File: src/rtl/mini_aie_cgra_2x2.sv
// 2x2 coarse-grained array of 8-bit PEs driven by a one-command-per-cycle host port.
// Define MINI_AIE_SAT_EN to make ADD/SUB/MAC saturate instead of wrapping.
module mini_aie_cgra_2x2 (
  input  logic       clk,
  input  logic       rst,
  input  logic       ena,
  input  logic [7:0] ui_in,
  input  logic [7:0] uio_in,
  output logic [7:0] uo_out,
  output logic [7:0] uio_out,
  output logic [7:0] uio_oe
);

  localparam logic [2:0] OP_NOP  = 3'b000;
  localparam logic [2:0] OP_CFG  = 3'b001;
  localparam logic [2:0] OP_LDIN = 3'b010;
  localparam logic [2:0] OP_STEP = 3'b011;
  localparam logic [2:0] OP_LDK  = 3'b100;
  localparam logic [2:0] OP_SEL  = 3'b101;
  localparam logic [2:0] OP_CLR  = 3'b110;
  localparam logic [2:0] OP_RUN  = 3'b111;

  logic [7:0] cfg [4];
  logic [7:0] kst [4];
  logic [7:0] res [4];
  logic [7:0] res_nxt [4];
  logic [7:0] in_r;
  logic [1:0] sel;

  logic [2:0] opcode;
  logic [1:0] pe_idx;
  logic       unused_cmd_bits;

  assign opcode          = uio_in[7:5];
  assign pe_idx          = uio_in[1:0];
  assign unused_cmd_bits = ^uio_in[4:2];

  function automatic logic [7:0] pe_eval(input logic [3:0] op, input logic [7:0] a,
                                         input logic [7:0] b, input logic [7:0] r);
    logic [7:0] add_r, sub_r, mac_r;
`ifdef MINI_AIE_SAT_EN
    logic [8:0]  sum, dif;
    logic [15:0] prod;
    logic [16:0] mac;
    sum   = {1'b0, a} + {1'b0, b};
    dif   = {1'b0, a} - {1'b0, b};
    prod  = {8'd0, a} * {8'd0, b};
    mac   = {9'd0, r} + {1'b0, prod};
    add_r = sum[8] ? 8'hFF : sum[7:0];
    sub_r = dif[8] ? 8'h00 : dif[7:0];
    mac_r = (|mac[16:8]) ? 8'hFF : mac[7:0];
`else
    add_r = a + b;
    sub_r = a - b;
    mac_r = r + a * b;
`endif
    case (op)
      4'd0:    pe_eval = a;
      4'd1:    pe_eval = add_r;
      4'd2:    pe_eval = sub_r;
      4'd3:    pe_eval = a * b;
      4'd4:    pe_eval = a & b;
      4'd5:    pe_eval = a | b;
      4'd6:    pe_eval = a ^ b;
      4'd7:    pe_eval = a << b[2:0];
      4'd8:    pe_eval = a >> b[2:0];
      4'd9:    pe_eval = mac_r;
      4'd10:   pe_eval = (a < b) ? a : b;
      4'd11:   pe_eval = (a > b) ? a : b;
      default: pe_eval = r;
    endcase
  endfunction

  // Every PE reads pre-edge results, so neighbour data moves one hop per step.
  for (genvar g = 0; g < 4; g++) begin : g_pe
    localparam logic [1:0] OWN = 2'(g);
    localparam logic [1:0] HN  = 2'(g ^ 1);
    localparam logic [1:0] VN  = 2'(g ^ 2);
    logic [7:0] opa, opb;

    always_comb begin
      opa = in_r;
      case (cfg[OWN][3:2])
        2'b00: opa = in_r;
        2'b01: opa = res[HN];
        2'b10: opa = res[VN];
        2'b11: opa = res[OWN];
      endcase
      opb = kst[OWN];
      case (cfg[OWN][1:0])
        2'b00: opb = kst[OWN];
        2'b01: opb = res[HN];
        2'b10: opb = res[VN];
        2'b11: opb = res[OWN];
      endcase
    end

    assign res_nxt[OWN] = pe_eval(cfg[OWN][7:4], opa, opb, res[OWN]);
  end

  always_ff @(posedge clk) begin
    if (rst) begin
      for (int i = 0; i < 4; i++) begin
        cfg[i] <= 8'h00;
        kst[i] <= 8'h00;
        res[i] <= 8'h00;
      end
      in_r <= 8'h00;
      sel  <= 2'd0;
    end else if (ena) begin
      case (opcode)
        OP_NOP:  ;
        OP_CFG:  cfg[pe_idx] <= ui_in;
        OP_LDIN: in_r <= ui_in;
        OP_LDK:  kst[pe_idx] <= ui_in;
        OP_SEL:  sel <= pe_idx;
        OP_CLR:  for (int i = 0; i < 4; i++) res[i] <= 8'h00;
        OP_STEP, OP_RUN: for (int i = 0; i < 4; i++) res[i] <= res_nxt[i];
        default: ;
      endcase
    end
  end

  assign uo_out  = res[sel];
  assign uio_out = 8'h00;
  assign uio_oe  = 8'h00;

endmodule

File: config.mk
export PLATFORM = sky130hd
export DESIGN_NAME = mini_aie_cgra_2x2
export DESIGN_NICKNAME = d
export VERILOG_FILES = /design/src/rtl/mini_aie_cgra_2x2.sv
export SDC_FILE = /design/constraint.sdc
export NUM_CORES = 1
export LEC_CHECK = 0
export BUFFER_PORTS_ARGS = -buffer_cell sky130_fd_sc_hd__buf_2
export CAP_MARGIN = 20
export CORE_MARGIN = 2
export CORE_UTILIZATION = 41
export CTS_BUF_LIST = sky130_fd_sc_hd__clkbuf_4 sky130_fd_sc_hd__clkbuf_8
export DETAILED_ROUTE_END_ITERATION = 8
export HOLD_SLACK_MARGIN = 0.06
export PLACE_DENSITY = 0.59
export SYNTH_ARGS = -nofsm -noshare
export SYNTH_HDL_FRONTEND = slang
export SYNTH_SLANG_ARGS = --single-unit
File: constraint.sdc
create_clock -name clk -period 6.2 [get_ports clk]
set_input_delay 0.62 -clock clk [delete_from_list [all_inputs] [get_ports clk]]
set_output_delay 0.62 -clock clk [all_outputs]
set_load 0.01 [all_outputs]
# ---- After elaboration in Yosys (flattened, before gate mapping)
# Memories as Yosys holds them, arrays and structs flattened. A register that Yosys moved wholly into a read port is not among the register bits.
# Cells that the tools add are included.
dict set report totals {
  reg_bits 10
  ramBits 96
  in_bits 19
  out_inout_bits 24
  elab_cells 203
  n_memories 3
}
dict set report classes {
  add_sub_neg 12
  mul 4
  magnitude_cmp 8
  n_eq_ne 75
  shift 8
  n_mux 54
  bitwise_logic 20
  reduce_logical 17
}
# name words word_bits rd rd_clocked_by_memory_dff wr line
set memory_table {}
lappend memory_table {cfg 4 8 4 0 4 23} ;# logic [7:0] cfg [4];
lappend memory_table {kst 4 8 4 0 4 24} ;# logic [7:0] kst [4];
lappend memory_table {res 4 8 5 1 4 25} ;# logic [7:0] res [4];
# cell count
set ops {}
lappend ops {{$pmux 8 s12} 4}
lappend ops {{$pmux 8 s4} 8}
lappend ops {{$mux 8} 18}
lappend ops {{$add 8x8->8} 8}
lappend ops {{$eq 4x3->1 const B} 16}
lappend ops {{$eq 4x4->1 const B} 16}
lappend ops {{$and 8x8->8} 4}
lappend ops {{$eq 2x2->1 const B} 16}
lappend ops {{$eq 4x2->1 const B} 8}
lappend ops {{$gt 8x8->1} 4}
lappend ops {{$lt 8x8->1} 4}
lappend ops {{$mul 8x8->8} 4}
lappend ops {{$or 8x8->8} 4}
lappend ops {{$shl 8x3->8} 4}
lappend ops {{$shr 8x3->8} 4}
lappend ops {{$sub 8x8->8} 4}
lappend ops {{$xor 8x8->8} 4}
lappend ops {{$mux 1} 20}
lappend ops {{$eq 2x1->1 const B} 8}
lappend ops {{$eq 4x1->1 const B} 4}
lappend ops {{$logic_not 2->1} 8}
lappend ops {{$logic_not 4->1} 4}
lappend ops {{$reduce_or 8->1} 2}
lappend ops {{$eq 3x3->1 const B} 4}
lappend ops {{6 further kinds} 18}

# ---- Longest topological paths before layout
dict set report depth {
  depth_word 7
  ltp_mapped 24
  depth_no_buf 23
}

# ---- Worst setup path after synthesis
# No wires, ideal clock.
dict set report synth_path {
  path_type {register to register}
  from {memory cfg[1][0]}
  to {memory res[1][7], data pin}
  setup_ps 180
  arrival_time_ps 5032
  required_time_ps 6020
  slack_ps 988
  stages_incl_launch_ff 20
  n_path_buf 1
  period_less_slack_ps 5212
  cell_sequence {edfxtp_1 buf_4 mux4_2 clkinv_1 nor2_1 fa_1 inv_1 fa_1 fa_1 fa_1 inv_1 ha_1 xnor2_1 ha_1 a2111oi_0 nor3_1 xnor2_1 a21oi_1 o221a_2 a221oi_1}
}
# element line
set synth_lines {}
lappend synth_lines {{start, declared} 23}
lappend synth_lines {{end, declared} 25}

==> impl_table.tex <==
\begin{tabular}{lr}
\hline
Metric & Value \\
\hline
\multicolumn{2}{l}{\textbf{STA}} \\
Final hold violations & 0 \\
Number of slew-limit violations in the final report & 0 \\
Worst rel slew slack & 0.2211 \\
Final setup skew & 0.02373 ns \\
Measured slew at the worst slew-check pin & 1.153 ns \\
Shortest clock period the worst path allows after layout & $\sim$6 ns \\
Total Negative Setup Slacks & 0 ns \\
Setup repair after global routing missed its margin & false \\
Fraction of the cycle the final worst path needs & 0.9450 \\
Total of endpoints with negative setup slack in the final report & 0 \\
Max Freq & about 0.17 GHz \\
\multicolumn{2}{l}{\textbf{Drt}} \\
Aggregate routed wire length & 62,650 um \\
Met1 Routed Length & 26,520 um \\
Met3 WL post-DR & between 4000 and 5000 um \\
Wire length on met2 & 29,540 um \\
Number of optimization iterations in the first detailed-route pass & 8 \\
Number of remaining DRC errors & 0 \\
Uppermost routed layer & met5 \\
Number of DRC markers in iteration 0 & around 1,800 \\
Average wire length per cell after detail routing & 23.55 um \\
Post-detailed-route via-to-cell ratio & about 6 \\
Antenna Nets Post-Route & 0 \\
Via count & around 16,000 \\
\multicolumn{2}{l}{\textbf{Global routing}} \\
Overflow after GRT & 0 \\
Overall track demand over capacity in global routing & 0.2760 \\
First-pass GRT wire length & just under 100,000 um \\
Initial antenna violation count & 1 \\
Number of global-route vias before repair & roughly 16,000 \\
Maximum number of pins on one net before global-route repair & 28 \\
\multicolumn{2}{l}{\textbf{Clock tree}} \\
Number of buffers inserted to repair setup after CTS & 0 \\
Cts-stage hold buffer count & 0 \\
Number of buffers on the longest clock path & 2 \\
H-tree depth reported by CTS & 3 \\
Worst skew pair latency & 0.40 ns \\
Sinks on the clock net & 108 \\
Cell at the root of the clock tree & clkbuf\_8 \\
CTS clk-pin slew, worst paths & $\sim$0.12 ns \\
Number of resized instances in the post-cts repair step & 0 \\
TritonCTS Buffers & 9 \\
Clock tree from TritonCTS & yes \\
\multicolumn{2}{l}{\textbf{Power and ir drop}} \\
Maximum vdd ir drop & approximately 0.091 mV \\
Total Power & roughly 3.2 mW \\
Sequential share of power & 0.288 \\
Leakage power of the design & $\sim$7.9 nW \\
Part of the power in combinational logic & 0.570 \\
Total power divided by cell area & between 150 and 200 nW/um\^{}2 \\
Clock network fraction of design power & 0.143 \\
Internal power component & $\sim$1.7 mW \\
Switching power & 1.456 mW \\
Net switching share of the total power & 0.4585 \\
\multicolumn{2}{l}{\textbf{Finish}} \\
Fill cell count & roughly 4,300 \\
Cell area after layout & 18,860 um\^{}2 \\
Area delta synth->final & 4.796\% \\
Final-stage net count & roughly 2,400 \\
Multi-input gate area & around 14,000 um\^{}2 \\
Sequential cell area & roughly 3000 um\^{}2 \\
Layout cells sized above 1 & 0.09932 \\
\multicolumn{2}{l}{\textbf{Die}} \\
Die extent in x & 213.5 um \\
\# rows & between 70 and 80 \\
Starting Density & 0.4170 \\
Core region area & $\sim$43,000 um\^{}2 \\
Die Y & about 210 um \\
Die ar. & between 40,000 and 50,000 um\^{}2 \\
Number of top-level design ports & between 40 and 50 \\
\multicolumn{2}{l}{\textbf{Synthesis}} \\
Leading cell types by total area after synthesis & edfxtp\_1 15\%, ha\_1 14\%, mux4\_2 8.5\%, fa\_1 6.7\%, a21oi\_1 4.3\% \\
Post-synth EDFFs & 88 \\
Cell type contributing the most total cell area after synthesis & edfxtp\_1 \\
Average size of a mapped cell & $\sim$8.6 um\^{}2 \\
Total number of yosys warnings & 0 \\
Post-synth design cell area & about 18,000 um\^{}2 \\
Sequential area share after synthesis & 0.1690 \\
Proportion of register bits with asynchronous set or reset after synthesis & 0 \\
Most frequent cells after synthesis & 207 x ha\_1, 207 x inv\_1, 184 x nor2\_1, 167 x nand2\_1, 156 x a21oi\_1 \\
Prevailing post-synth register cell & edfxtp\_1 \\
Synth Instances & 2,083 \\
Yosys cell types & slightly below 90 \\
Fraction of synthesized cell area taken by the top area cell type & 0.1468 \\
Yosys reg bits & about 110 \\
\multicolumn{2}{l}{\textbf{Worst setup path}} \\
Setup slack, reg-to-reg & around 0.34 ns \\
Startpoint type of the worst setup path & flop \\
Required time at the worst-slack endpoint & roughly 6.4 ns \\
Critical Path AT & around 6 ns \\
Worst Setup Path Type & reg -> reg \\
Critical path capture point type & flop \\
Biggest fanout along the worst timing path & 8 \\
\multicolumn{2}{l}{\textbf{Run}} \\
Count of max-cap constraint violations & 0 \\
\multicolumn{2}{l}{\textbf{Status}} \\
Result of the run & completed \\
\multicolumn{2}{l}{\textbf{Placed design}} \\
Final RePlAce weighted congestion & about 1 \\
Area after detailed placement & between 15,000 and 20,000 um\^{}2 \\
I/O Buffers & 23 \\
Final HPWL from detailed placement & roughly 49,000 um \\
\multicolumn{2}{l}{\textbf{Min path}} \\
Class of the worst hold path & reg -> reg \\
\hline
\end{tabular}
## final cells by class
class | count | share of cell area
antenna | 1 | 0.0001327
clock buffer | 10 | 0.006964
clock inverter | 6 | 0.003781
inverter | 218 | 0.04338
multi-input combinational | 1654 | 0.7177
sequential | 108 | 0.1613
tap | 585 | 0.03880
timing repair buffer | 78 | 0.02799
## flip-flops by register name, summed over array words and instances (netlist names), named ones only
name,flops
cfg,32
res,32
sel,2
kst,32
in_r,8
## placed cells by master (no fill, tap or decap), types with 18 or more instances in the layout
cell type    n
xor2_1      24
ha_1       207
a21oi_1    156
a221o_1     18
nand3_1     31
inv_1      207
dfxtp_1     20
a21o_1      31
fa_1        60
and3_1      27
o21ai_0     97
o21bai_1    24
nand2_1    167
buf_4       55
nand2b_1    29
mux2i_1     57
a221oi_1    29
nor2_1     184
buf_2       23
a211oi_1    23
and2_1      53
xnor2_1     87
mux4_2      68
edfxtp_1    88
nor2b_1     20
o22ai_1     30
## path summary, 6_finish.rpt
kind	start	end	depth (start not counted)
setup / recovery	cfg[1][3]$_SDFFCE_PN0P_	res[1][7]$_SDFFCE_PN0P_	18
hold / removal	sel[0]$_SDFFE_PP0P_	sel[0]$_SDFFE_PP0P_	2
setup reg to reg	cfg[1][3]$_SDFFCE_PN0P_	res[1][7]$_SDFFCE_PN0P_	18
hold reg to reg	sel[0]$_SDFFE_PP0P_	sel[0]$_SDFFE_PP0P_	2
## power by group through the flow
stage               Clock, mW  Combinational [mW]  Sequential [mW]
finish                  0.453                1.81            0.913
global route            0.487                1.97            0.916
CTS                     0.459                1.78            0.909
detailed placement          0                1.76            0.925
global placement            0                1.75            0.923
floorplan                   0                1.32            0.861
## worst max-delay path, stage by stage, from the launching register on
cell and delay, ns:
edfxtp_1 0.65, mux4_2 0.73, inv_1 0.15, nor2_1 0.07, fa_1 0.40, inv_1 0.07
fa_1 0.43, fa_1 0.52, fa_1 0.49, inv_1 0.05, ha_1 0.29, xnor2_1 0.23
ha_1 0.26, a2111oi_0 0.38, nor3_1 0.13, xnor2_1 0.21, a21oi_1 0.09, o221a_2 0.24
a221oi_1 0.26
## cell families (layout without fill, tap and decap cells)
| family | count (synthesis) | count (layout) | synth area share |
|---|---|---|---|
| AND/OR/NAND/NOR | 580 | 580 | 0.1517 |
| AO/OA/AOI/OAI | 538 | 538 | 0.1991 |
| buffers and inverters | 336 | 312 | 0.08237 |
| adder cells (fa/ha/maj) | 267 | 267 | 0.2106 |
| multiplexers | 138 | 138 | 0.1291 |
| XOR/XNOR | 115 | 115 | 0.05797 |
| flip-flops | 108 | 108 | 0.1690 |
| other | 1 | 17 | 0.0002083 |
## per-stage QoR
stage | std cells | setup WS, ns | hold WS [ns] | util
2_1_floorplan | 2098 | 0.9881 | 0.4669 | -
3_3_place_gp | 2642 | 0.4381 | 0.5040 | 0.4320
3_5_place_dp | 2642 | 0.4372 | 0.5088 | 0.4320
4_1_cts | 2658 | 0.4008 | 0.5352 | 0.4367
5_1_grt | 2659 | 0.01622 | 0.5811 | 0.4369
6_report | 2660 | 0.3407 | 0.5280 | 0.4370
## per-layer routing
layer	vias up	GRT usage
li1	7444	-
met1	8008	0.3751
met2	829	0.4636
met3	165	0.02519
met4	2	0.09028
met5	-	0
No activity file was read; power rests on OpenSTA's default activity.
